$ cat config.mk
export PLATFORM = sky130hd
export DESIGN_NAME = unidade_controle_multiciclo
export DESIGN_NICKNAME = d
export VERILOG_FILES = /design/src/rtl/controle_pkg.sv /design/src/rtl/decodificador_funct.sv /design/src/rtl/unidade_controle_multiciclo.sv
export SDC_FILE = /design/constraint.sdc
export NUM_CORES = 1
export LEC_CHECK = 0
export CORE_MARGIN = 2
export CORE_UTILIZATION = 36
export CTS_CLUSTER_SIZE = 10
export DETAILED_ROUTE_END_ITERATION = 10
export PLACE_DENSITY = 0.89
export SETUP_SLACK_MARGIN = 0.2
export SLEW_MARGIN = 40
export SYNTH_ARGS = -nofsm -noshare
export SYNTH_HDL_FRONTEND = slang
export SYNTH_SLANG_ARGS = --single-unit
$ cat constraint.sdc
create_clock -name clk -period 3 [get_ports clk]
set_input_delay 0.6 -clock clk [delete_from_list [all_inputs] [get_ports clk]]
set_output_delay 0.6 -clock clk [all_outputs]
set_load 0.03 [all_outputs]
$ cat src/rtl/controle_pkg.sv
// Shared definitions for the multicycle MIPS main control: ULA opcodes,
// instruction opcode/funct encodings, mux select codes, FSM state enum and
// the bundle of control signals driven by the FSM.
package controle_pkg;

    // ULA operation codes
    localparam logic [2:0] ULA_AND = 3'b000;
    localparam logic [2:0] ULA_OR  = 3'b001;
    localparam logic [2:0] ULA_ADD = 3'b010;
    localparam logic [2:0] ULA_SUB = 3'b110;
    localparam logic [2:0] ULA_SLT = 3'b111;
    localparam logic [2:0] ULA_NOR = 3'b100;

    // Instruction opcodes (instr[31:26])
    localparam logic [5:0] OP_RTYPE = 6'b000000;
    localparam logic [5:0] OP_LW    = 6'b100011;
    localparam logic [5:0] OP_SW    = 6'b101011;
    localparam logic [5:0] OP_BEQ   = 6'b000100;
    localparam logic [5:0] OP_BNE   = 6'b000101;
    localparam logic [5:0] OP_ADDI  = 6'b001000;
    localparam logic [5:0] OP_J     = 6'b000010;

    // R-type funct codes (instr[5:0])
    localparam logic [5:0] FN_AND = 6'b100100;
    localparam logic [5:0] FN_OR  = 6'b100101;
    localparam logic [5:0] FN_ADD = 6'b100000;
    localparam logic [5:0] FN_SUB = 6'b100010;
    localparam logic [5:0] FN_SLT = 6'b101010;
    localparam logic [5:0] FN_NOR = 6'b100111;

    // ULA operand B select
    localparam logic [1:0] SRCB_REGB   = 2'b00;
    localparam logic [1:0] SRCB_QUATRO = 2'b01;
    localparam logic [1:0] SRCB_IMM    = 2'b10;
    localparam logic [1:0] SRCB_IMM_SH = 2'b11;

    // PC source select
    localparam logic [1:0] PCSRC_ULA    = 2'b00;
    localparam logic [1:0] PCSRC_ULAOUT = 2'b01;
    localparam logic [1:0] PCSRC_JUMP   = 2'b10;

    typedef enum logic [3:0] {
        S_FETCH  = 4'd0,
        S_DECODE = 4'd1,
        S_EXEC   = 4'd2,
        S_ALUWB  = 4'd3,
        S_MEMADR = 4'd4,
        S_MEMRD  = 4'd5,
        S_MEMWB  = 4'd6,
        S_MEMWR  = 4'd7,
        S_BRANCH = 4'd8,
        S_ADDIEX = 4'd9,
        S_ADDIWB = 4'd10,
        S_JUMP   = 4'd11
    } estado_t;

    typedef struct packed {
        logic [2:0] ula_control;
        logic       ula_src_a;
        logic [1:0] ula_src_b;
        logic [1:0] pc_src;
        logic       pc_write;
        logic       branch;
        logic       iord;
        logic       ir_write;
        logic       mem_write;
        logic       reg_write;
        logic       reg_dst;
        logic       mem_to_reg;
    } sinais_ctrl_t;

endpackage

$ cat src/rtl/decodificador_funct.sv
// R-type funct decoder: maps instr[5:0] to the ULA operation. Unknown funct
// codes fall back to ADD and are flagged through funct_valido.
module decodificador_funct
    import controle_pkg::*;
(
    input  logic [5:0] funct,
    output logic [2:0] ula_control,
    output logic       funct_valido
);

    // Translate funct into ULA opcode plus a legality flag
    always_comb begin
        ula_control  = ULA_ADD;
        funct_valido = 1'b1;
        case (funct)
            FN_AND:  ula_control = ULA_AND;
            FN_OR:   ula_control = ULA_OR;
            FN_ADD:  ula_control = ULA_ADD;
            FN_SUB:  ula_control = ULA_SUB;
            FN_SLT:  ula_control = ULA_SLT;
            FN_NOR:  ula_control = ULA_NOR;
            default: begin
                ula_control  = ULA_ADD;
                funct_valido = 1'b0;
            end
        endcase
    end

endmodule

$ cat src/rtl/unidade_controle_multiciclo.sv
// Multicycle MIPS main control FSM. Sequences fetch/decode/execute/memory/
// writeback, drives datapath mux selects and write enables, stalls on
// mem_ready for fetches and memory accesses, and keeps a sticky illegal
// instruction flag.
// Optional feature: define PERF_CNT_EN to build the cycle and retired
// instruction counters; otherwise both counter outputs are tied to zero.
module unidade_controle_multiciclo
    import controle_pkg::*;
#(
    parameter int CNT_W = 32
) (
    input  logic             clk,
    input  logic             reset,
    input  logic [5:0]       opcode,
    input  logic [5:0]       funct,
    input  logic             Zero,
    input  logic             mem_ready,
    output logic [2:0]       ULA_control,
    output logic             ULASrcA,
    output logic [1:0]       ULASrcB,
    output logic [1:0]       PCSrc,
    output logic             PCEn,
    output logic             IorD,
    output logic             IRWrite,
    output logic             MemWrite,
    output logic             RegWrite,
    output logic             RegDst,
    output logic             MemtoReg,
    output logic             erro,
    output logic [CNT_W-1:0] cnt_ciclos,
    output logic [CNT_W-1:0] cnt_instr
);

    estado_t      estado_r;
    estado_t      prox_estado_s;
    sinais_ctrl_t ctrl_s;
    logic         seta_erro_s;
    logic         erro_r;
    logic         cond_branch_s;
    logic [2:0]   ula_funct_s;
    logic         funct_valido_s;

    decodificador_funct u_decodificador_funct (
        .funct        (funct),
        .ula_control  (ula_funct_s),
        .funct_valido (funct_valido_s)
    );

    // State register; reset aborts any instruction in flight
    always_ff @(posedge clk) begin
        if (reset) begin
            estado_r <= S_FETCH;
        end else begin
            estado_r <= prox_estado_s;
        end
    end

    // Sticky illegal-instruction flag, cleared only by reset
    always_ff @(posedge clk) begin
        if (reset) begin
            erro_r <= 1'b0;
        end else if (seta_erro_s) begin
            erro_r <= 1'b1;
        end else begin
            erro_r <= erro_r;
        end
    end

    // Next-state and Moore control outputs; everything idle while in reset
    always_comb begin
        ctrl_s             = '0;
        ctrl_s.ula_control = ULA_ADD;
        prox_estado_s      = estado_r;
        seta_erro_s        = 1'b0;
        if (reset) begin
            prox_estado_s = S_FETCH;
        end else begin
            case (estado_r)
                S_FETCH: begin
                    ctrl_s.ula_src_b = SRCB_QUATRO;
                    ctrl_s.ir_write  = mem_ready;
                    ctrl_s.pc_write  = mem_ready;
                    if (mem_ready) begin
                        prox_estado_s = S_DECODE;
                    end else begin
                        prox_estado_s = S_FETCH;
                    end
                end
                S_DECODE: begin
                    // Precompute the branch target into ULAOut
                    ctrl_s.ula_src_b = SRCB_IMM_SH;
                    case (opcode)
                        OP_RTYPE:      prox_estado_s = S_EXEC;
                        OP_LW, OP_SW:  prox_estado_s = S_MEMADR;
                        OP_BEQ, OP_BNE: prox_estado_s = S_BRANCH;
                        OP_ADDI:       prox_estado_s = S_ADDIEX;
                        OP_J:          prox_estado_s = S_JUMP;
                        default: begin
                            prox_estado_s = S_FETCH;
                            seta_erro_s   = 1'b1;
                        end
                    endcase
                end
                S_EXEC: begin
                    ctrl_s.ula_src_a   = 1'b1;
                    ctrl_s.ula_src_b   = SRCB_REGB;
                    ctrl_s.ula_control = ula_funct_s;
                    if (funct_valido_s) begin
                        prox_estado_s = S_ALUWB;
                    end else begin
                        prox_estado_s = S_FETCH;
                        seta_erro_s   = 1'b1;
                    end
                end
                S_ALUWB: begin
                    ctrl_s.reg_dst   = 1'b1;
                    ctrl_s.reg_write = 1'b1;
                    prox_estado_s    = S_FETCH;
                end
                S_MEMADR: begin
                    ctrl_s.ula_src_a = 1'b1;
                    ctrl_s.ula_src_b = SRCB_IMM;
                    if (opcode == OP_SW) begin
                        prox_estado_s = S_MEMWR;
                    end else begin
                        prox_estado_s = S_MEMRD;
                    end
                end
                S_MEMRD: begin
                    ctrl_s.iord = 1'b1;
                    if (mem_ready) begin
                        prox_estado_s = S_MEMWB;
                    end else begin
                        prox_estado_s = S_MEMRD;
                    end
                end
                S_MEMWB: begin
                    ctrl_s.mem_to_reg = 1'b1;
                    ctrl_s.reg_write  = 1'b1;
                    prox_estado_s     = S_FETCH;
                end
                S_MEMWR: begin
                    // Strobe held until memory accepts the write
                    ctrl_s.iord      = 1'b1;
                    ctrl_s.mem_write = 1'b1;
                    if (mem_ready) begin
                        prox_estado_s = S_FETCH;
                    end else begin
                        prox_estado_s = S_MEMWR;
                    end
                end
                S_BRANCH: begin
                    ctrl_s.ula_src_a   = 1'b1;
                    ctrl_s.ula_src_b   = SRCB_REGB;
                    ctrl_s.ula_control = ULA_SUB;
                    ctrl_s.pc_src      = PCSRC_ULAOUT;
                    ctrl_s.branch      = 1'b1;
                    prox_estado_s      = S_FETCH;
                end
                S_ADDIEX: begin
                    ctrl_s.ula_src_a = 1'b1;
                    ctrl_s.ula_src_b = SRCB_IMM;
                    prox_estado_s    = S_ADDIWB;
                end
                S_ADDIWB: begin
                    ctrl_s.reg_write = 1'b1;
                    prox_estado_s    = S_FETCH;
                end
                S_JUMP: begin
                    ctrl_s.pc_src   = PCSRC_JUMP;
                    ctrl_s.pc_write = 1'b1;
                    prox_estado_s   = S_FETCH;
                end
                default: begin
                    prox_estado_s = S_FETCH;
                end
            endcase
        end
    end

    // bne takes the branch on a non-zero difference, beq on zero
    assign cond_branch_s = (opcode == OP_BNE) ? ~Zero : Zero;

    assign ULA_control = ctrl_s.ula_control;
    assign ULASrcA     = ctrl_s.ula_src_a;
    assign ULASrcB     = ctrl_s.ula_src_b;
    assign PCSrc       = ctrl_s.pc_src;
    assign PCEn        = ctrl_s.pc_write | (ctrl_s.branch & cond_branch_s);
    assign IorD        = ctrl_s.iord;
    assign IRWrite     = ctrl_s.ir_write;
    assign MemWrite    = ctrl_s.mem_write;
    assign RegWrite    = ctrl_s.reg_write;
    assign RegDst      = ctrl_s.reg_dst;
    assign MemtoReg    = ctrl_s.mem_to_reg;
    assign erro        = erro_r;

`ifdef PERF_CNT_EN
    logic [CNT_W-1:0] cnt_ciclos_r;
    logic [CNT_W-1:0] cnt_instr_r;
    logic             retira_s;

    // An instruction retires when a legal final state hands back to FETCH
    assign retira_s = !reset && (prox_estado_s == S_FETCH) &&
                      (estado_r inside {S_ALUWB, S_MEMWB, S_MEMWR, S_BRANCH, S_ADDIWB, S_JUMP});

    // Free-running cycle and retired-instruction counters
    always_ff @(posedge clk) begin
        if (reset) begin
            cnt_ciclos_r <= {CNT_W{1'b0}};
            cnt_instr_r  <= {CNT_W{1'b0}};
        end else begin
            cnt_ciclos_r <= cnt_ciclos_r + {{(CNT_W-1){1'b0}}, 1'b1};
            cnt_instr_r  <= cnt_instr_r + {{(CNT_W-1){1'b0}}, retira_s};
        end
    end

    assign cnt_ciclos = cnt_ciclos_r;
    assign cnt_instr  = cnt_instr_r;
`else
    assign cnt_ciclos = {CNT_W{1'b0}};
    assign cnt_instr  = {CNT_W{1'b0}};
`endif

endmodule

==> results of run 1 <==
-- synth_stat cells, types with 2 or more instances --
master	instances	share of area (%)
clkbuf_1	4	1.3
nor4_1	4	2.1
mux2_2	3	2.8
xnor2_1	2	1.5
nor3_1	6	2.5
nand2_1	7	2.2
nor4b_1	2	1.5
o32a_1	2	1.7
nor3b_1	3	1.9
nand3b_1	3	1.9
o31ai_1	2	1.3
inv_1	3	0.95
nor2b_1	5	2.6
nor2_1	11	3.5
nand2b_1	7	3.7
a21oi_1	6	2.5
dfxtp_1	5	8.4
buf_4	65	41
nand3_1	3	1.3
o21ai_0	6	2.5
buf_2	2	0.84
-- stage by stage --
| step | instances | hold slack (ps) | TNS [ps] |
|---|---|---|---|
| floorplan | 232 | 535 | 0 |
| global placement | 242 | 597 | -31.3 |
| detailed placement | 242 | 596 | -8.40 |
| CTS | 246 | 619 | 0 |
| global route | 246 | 621 | 0 |
| finish | 246 | 586 | 0 |
-- flip-flops by register name, summed over array words and instances (netlist names) --
signal    cells
estado_r      4
erro          1
-- final timing paths --
path	end	slack, ps	depth (start not counted)
worst max-delay path	PCEn	250	5
worst min-delay path	estado_r[2]$_SDFF_PP0_	590	1
worst max register to register	erro$_SDFFE_PP0P_	1400	4
worst min register to register	estado_r[2]$_SDFF_PP0_	590	1
-- power groups by stage --
stage | Combinational (mW) | Sequential [mW] | Clock (mW)
final | 0.200 | 0.0764 | 0.0797
after global routing | 0.213 | 0.0772 | 0.0873
after CTS | 0.197 | 0.0762 | 0.0833
after detailed placement | 0.197 | 0.0774 | 0
after global placement | 0.195 | 0.0770 | 0
after floorplan | 0.217 | 0.0761 | 0
-- cell families (layout without fill, tap and decap cells) --
group / Yosys count / count (layout)
buffers and inverters: 75 / 45
and+or+nand+nor: 56 / 56
DFF: 5 / 5
AOI/OAI and AO/OA: 26 / 26
xor gates and xnor gates: 3 / 3
other: 1 / 64
muxes: 3 / 3
-- per-layer routing --
metal	part of all wire [%]	GRT usage, %	vias to the layer above
met5	0	0	-
met3	11	1.47	2
met1	40	15.5	477
met4	0.73	7.29	0
li1	-	-	521
met2	49	21.9	74
-- layout make-up --
cell class	count	area [um2]	share of cell area, %
well taps	44	55.1	4.12
multi-input cells	152	797	59.7
inverters	3	11.3	0.843
clock buffers	4	26.3	1.97
flip-flops and latches	5	103	7.69
repair buffers	38	343	25.7
-- timing repair --
item | in CTS | in global routing
hold buffers | 0 | 0
gates resized for setup | 1 | 5
setup endpoints to repair | 1 | 4
==> results.yml, run 1 <==
logic_synthesis:
  synth-xor-area-share_pct: 2.21
  synth.avg_cell_area_um2: 7.03
  synth_fa_ha_area_share_pct: 0
  ys_ff_latch: 5
  ys_seq_area_share_pct: 8.42
  synth.distinct_cells: 39
  synthArstFlopShare_pct: 0
  synth_area_mm2: 0.00119
  synth_compound_area_share_pct: 15.5
  synthMuxAreaShare_pct: 2.84
  synth-simple-area-share_pct: 26.3
  synth_top_family_by_area: "buffers and inverters"
  synthFlopType: "dfxtp_1"
  ys_warn_count: 0
  synthCells: 169
  synth_edf_count: 0
layout:
  fin_area_mm2: 0.00134
  diodes: 0
  drive_gt1_share_pct: 12.4
  nets: 219
  area_growth_pct: 12.3
  layout_common_cells: "conb_1, clkdlybuf4s50_1, buf_4"
  nFillCells: 335
  mostFrequentLayoutCell: "conb_1"
  fin_util_pct: 43.0
power_and_ir_drop:
  p_clk_share_pct: 22.4
  intPower_uw: 169
  ir_drop_mv: 0.0951
  p_total_uw: 356
  sequentialPowerShare_pct: 21.4
  power_switching_uw: 187
  p_comb_share_pct: 56.2
  p_leak_nw: 0.592
  p_per_area_mw_per_mm2: 267
  swShare_pct: 52.5
worst_setup_path:
  cpLargestDelayFamily: "buffers and inverters"
  r2r-start: "estado_r[2]$_SDFF_PP0_"
  slowest_stage: "or4_1"
  crit_fanout: 12
  cp.required_ps: 2400
  setup.worst_path.start: "reset"
  slowest_delay_ps: 560
  start_kind: "input pin"
  crit_top_cell: "buf_4"
  crit_type: "input pin to output port"
  path_cells: "clkdlybuf4s50_1 > buf_4 > or4_1 > o32ai_1 > buf_4"
  critPathBufInv: 3
  worstSetupEndpointType: "output port"
  arrival_ps: 2150
global_route:
  first_global_vias: 832
  grt_antenna_before_repair: 0
  grt_max_degree: 18
  grt_pass1_wl_um: 3630
  grt_overflow: 0
  track_usage_pct: 12.8
routing:
  routed_via_density: 4.37
  drc: 0
  postRouteAntennaNets: 0
  drt_first_pass_iters: 4
  drt_iter0_drc: 81
  wl_per_cell_um: 9.98
  postRouteWirelength_um: 2460
  route.vias.total: 1074
timing:
  clock.fmax_mhz: 364
  setup_ws_ps: 250
  setup_viol: 0
  finalCriticalPeriod_ps: 2750
  drv_slew: 0
  rsz0062_at_grt: "false"
  fin_skew_ps: 2.46
  hold_viol: 0
  min_period_over_period_pct: 91.7
cts:
  cts.sinks: 5
  clk_pin_slew_ps: 40
  postCtsSetupBuffers: 0
  cts_tree: "yes"
  h-tree-depth: 1
  clock_latency_ps: 250
  cts.path.max_buffers: 2
  cts-root-buf: "clkbuf_4"
  cts_made_buffers: 3
floorplan:
  rows: 20
  core-area_mm2: 0.00310
  die_height_um: 61.5
  die_w_um: 61.5
  fp.dieArea_mm2: 0.00378
  start_util_pct: 38.3
  io_pins: 96
placed_design:
  gp_congestion: 0.862
  place_ws_ps: -8.40
  io_buffers: 31
  dpl.hpwl_um: 1970
  placed_area_mm2: 0.00131
hold_path:
  hold_start: "estado_r[3]$_SDFF_PP0_"
  hold_class: "register to register"
run:
  cap_violations: 0
status:
  status: "complete, no violations"
(Power assumes the default switching activity.)
==> inputs of run 2 (changes only) <==
- CTS_CLUSTER_SIZE: 10 -> default
- clock period: 3 -> 3.35 ns (I/O delays scaled with it)
==> results.yml, run 2 (synthesis gave the netlist of run 1 again) <==
status:
  status: "complete, no violations"
floorplan:
  fp.dieArea_mm2: 0.00378
  io_pins: 96
  die_height_um: 61.5
  die_w_um: 61.5
  core-area_mm2: 0.00310
  start_util_pct: 38.3
  rows: 20
timing:
  setup_viol: 0
  slew_headroom_pct: 65.0
  clock.fmax_mhz: 326
  tns_ps: 0
  min_period_over_period_pct: 91.6
  drv_slew: 0
  holdWs_ps: 610
  hold_viol: 0
  rsz0062_at_grt: "false"
  worst_pin_slew_ps: 524
  finalCriticalPeriod_ps: 3070
  fin_skew_ps: 7.39
power_and_ir_drop:
  p_per_area_mw_per_mm2: 243
  p_leak_nw: 0.574
  ir_drop_mv: 0.0709
  p_total_uw: 321
layout:
  nets: 215
  regMostFlops: "estado_r"
  layout_common_cells: "conb_1, clkdlybuf4s50_1, nor2_1"
  diodes: 0
  mostFrequentLayoutCell: "conb_1"
  fin_util_pct: 42.5
  seq_area_um2: 101
  drive_gt1_share_pct: 7.58
  multi_input_area_um2: 797
  largest_reg_flops: 4
  nFillCells: 331
  area_growth_pct: 11.1
cts:
  cts.path.max_buffers: 2
  cts_hold_buf: 0
  clk_pin_slew_ps: 50
  postCtsSetupBuffers: 0
  cts_tree: "yes"
  clock_latency_ps: 260
  h-tree-depth: 1
  cts.sinks: 5
  cts_made_buffers: 3
  cts-root-buf: "clkbuf_4"
routing:
  route.vias.total: 1039
  wl_per_cell_um: 10.1
  drt_iter0_drc: 70
  drc: 0
  postRouteWirelength_um: 2440
  drt_first_pass_iters: 4
  postRouteAntennaNets: 0
  routed_via_density: 4.29
placed_design:
  io_buffers: 31
  gp_congestion: 0.872
  dpl.hpwl_um: 1940
global_route:
  grt_antenna_before_repair: 0
  grt_pass1_wl_um: 3390
  grt_max_degree: 21
  track_usage_pct: 11.9
  first_global_vias: 776
  grt_overflow: 0
run:
  cap_violations: 0
worst_setup_path:
  path_cells: "clkdlybuf4s50_1 > or3_1 > buf_4 > nor2_1 > clkdlybuf4s50_1"
  crit_top_cell: "clkdlybuf4s50_1"
  crit_fanout: 4
  slowest_delay_ps: 670
  cp.required_ps: 2680
  worstSetupEndpointType: "output port"
  arrival_ps: 2400
  start_kind: "input pin"
  crit_type: "input pin to output port"
  slowest_stage: "clkdlybuf4s50_1"
hold_path:
  hold_class: "register to register"
## run 2: cell types whose count changed in the layout (fill, tap and decap cells not counted)
cell / previous run / this run
clkdlybuf4s50_1: 22 / 25
buf_4: 14 / 6
dfxtp_2: 2 / 1
dlygate4sd2_1: 0 / 1
clkbuf_2: 1 / 0
dlymetal6s2s_1: 1 / 2
dfxtp_1: 3 / 4
## run 2: cell type report
cell class / instances / share of cell area, %
repair buffers: 34 / 24.9
multi-input cells: 152 / 60.4
flip-flops and latches: 5 / 7.68
inverters: 3 / 0.853
clock buffers: 4 / 1.99
well taps: 44 / 4.17
## run 2: metal layers
| layer | part of all wire (%) | GRT usage (%) | vias up |
|---|---|---|---|
| met5 | 0 | 0 | - |
| met2 | 46 | 19.6 | 78 |
| met4 | 2.3 | 7.29 | 0 |
| met1 | 42 | 15.6 | 441 |
| met3 | 10 | 0 | 5 |
| li1 | - | - | 515 |
## run 2: worst max-delay path, delay by kind of cell
family / cells / cell delay (ps)
simple gates: 2 / 450
buf+inv: 3 / 1280
## run 2: path summary, 6_finish.rpt
| path | depth (start not counted) | slack, ps | end | start |
|---|---|---|---|---|
| worst max-delay path | 5 | 280 | RegDst | reset |
| worst min-delay path | 2 | 610 | erro$_SDFFE_PP0P_ | erro$_SDFFE_PP0P_ |
| worst max register to register | 4 | 1770 | erro$_SDFFE_PP0P_ | estado_r[2]$_SDFF_PP0_ |
| worst min register to register | 2 | 610 | erro$_SDFFE_PP0P_ | erro$_SDFFE_PP0P_ |
## run 2: power by group
| part | total (mW) | internal [mW] | switching, mW |
|---|---|---|---|
| registers | 0.0683 | 0.0626 | 0.00577 |
| logic | 0.178 | 0.0432 | 0.135 |
| clock network | 0.0742 | 0.0453 | 0.0290 |
## run 2: repair_timing
item / CTS / global route
resized for setup: 1 / 3
setup endpoints to repair: 1 / 3
hold endpoints to repair: 0 / 0
## run 2: through the flow
step | setup slack [ps] | instances | cell area (um2)
global route | 224 | 242 | 1320
global placement | 139 | 238 | 1290
finish | 282 | 242 | 1320
CTS | 244 | 242 | 1310
detailed placement | 122 | 238 | 1290
floorplan | 701 | 232 | 1430
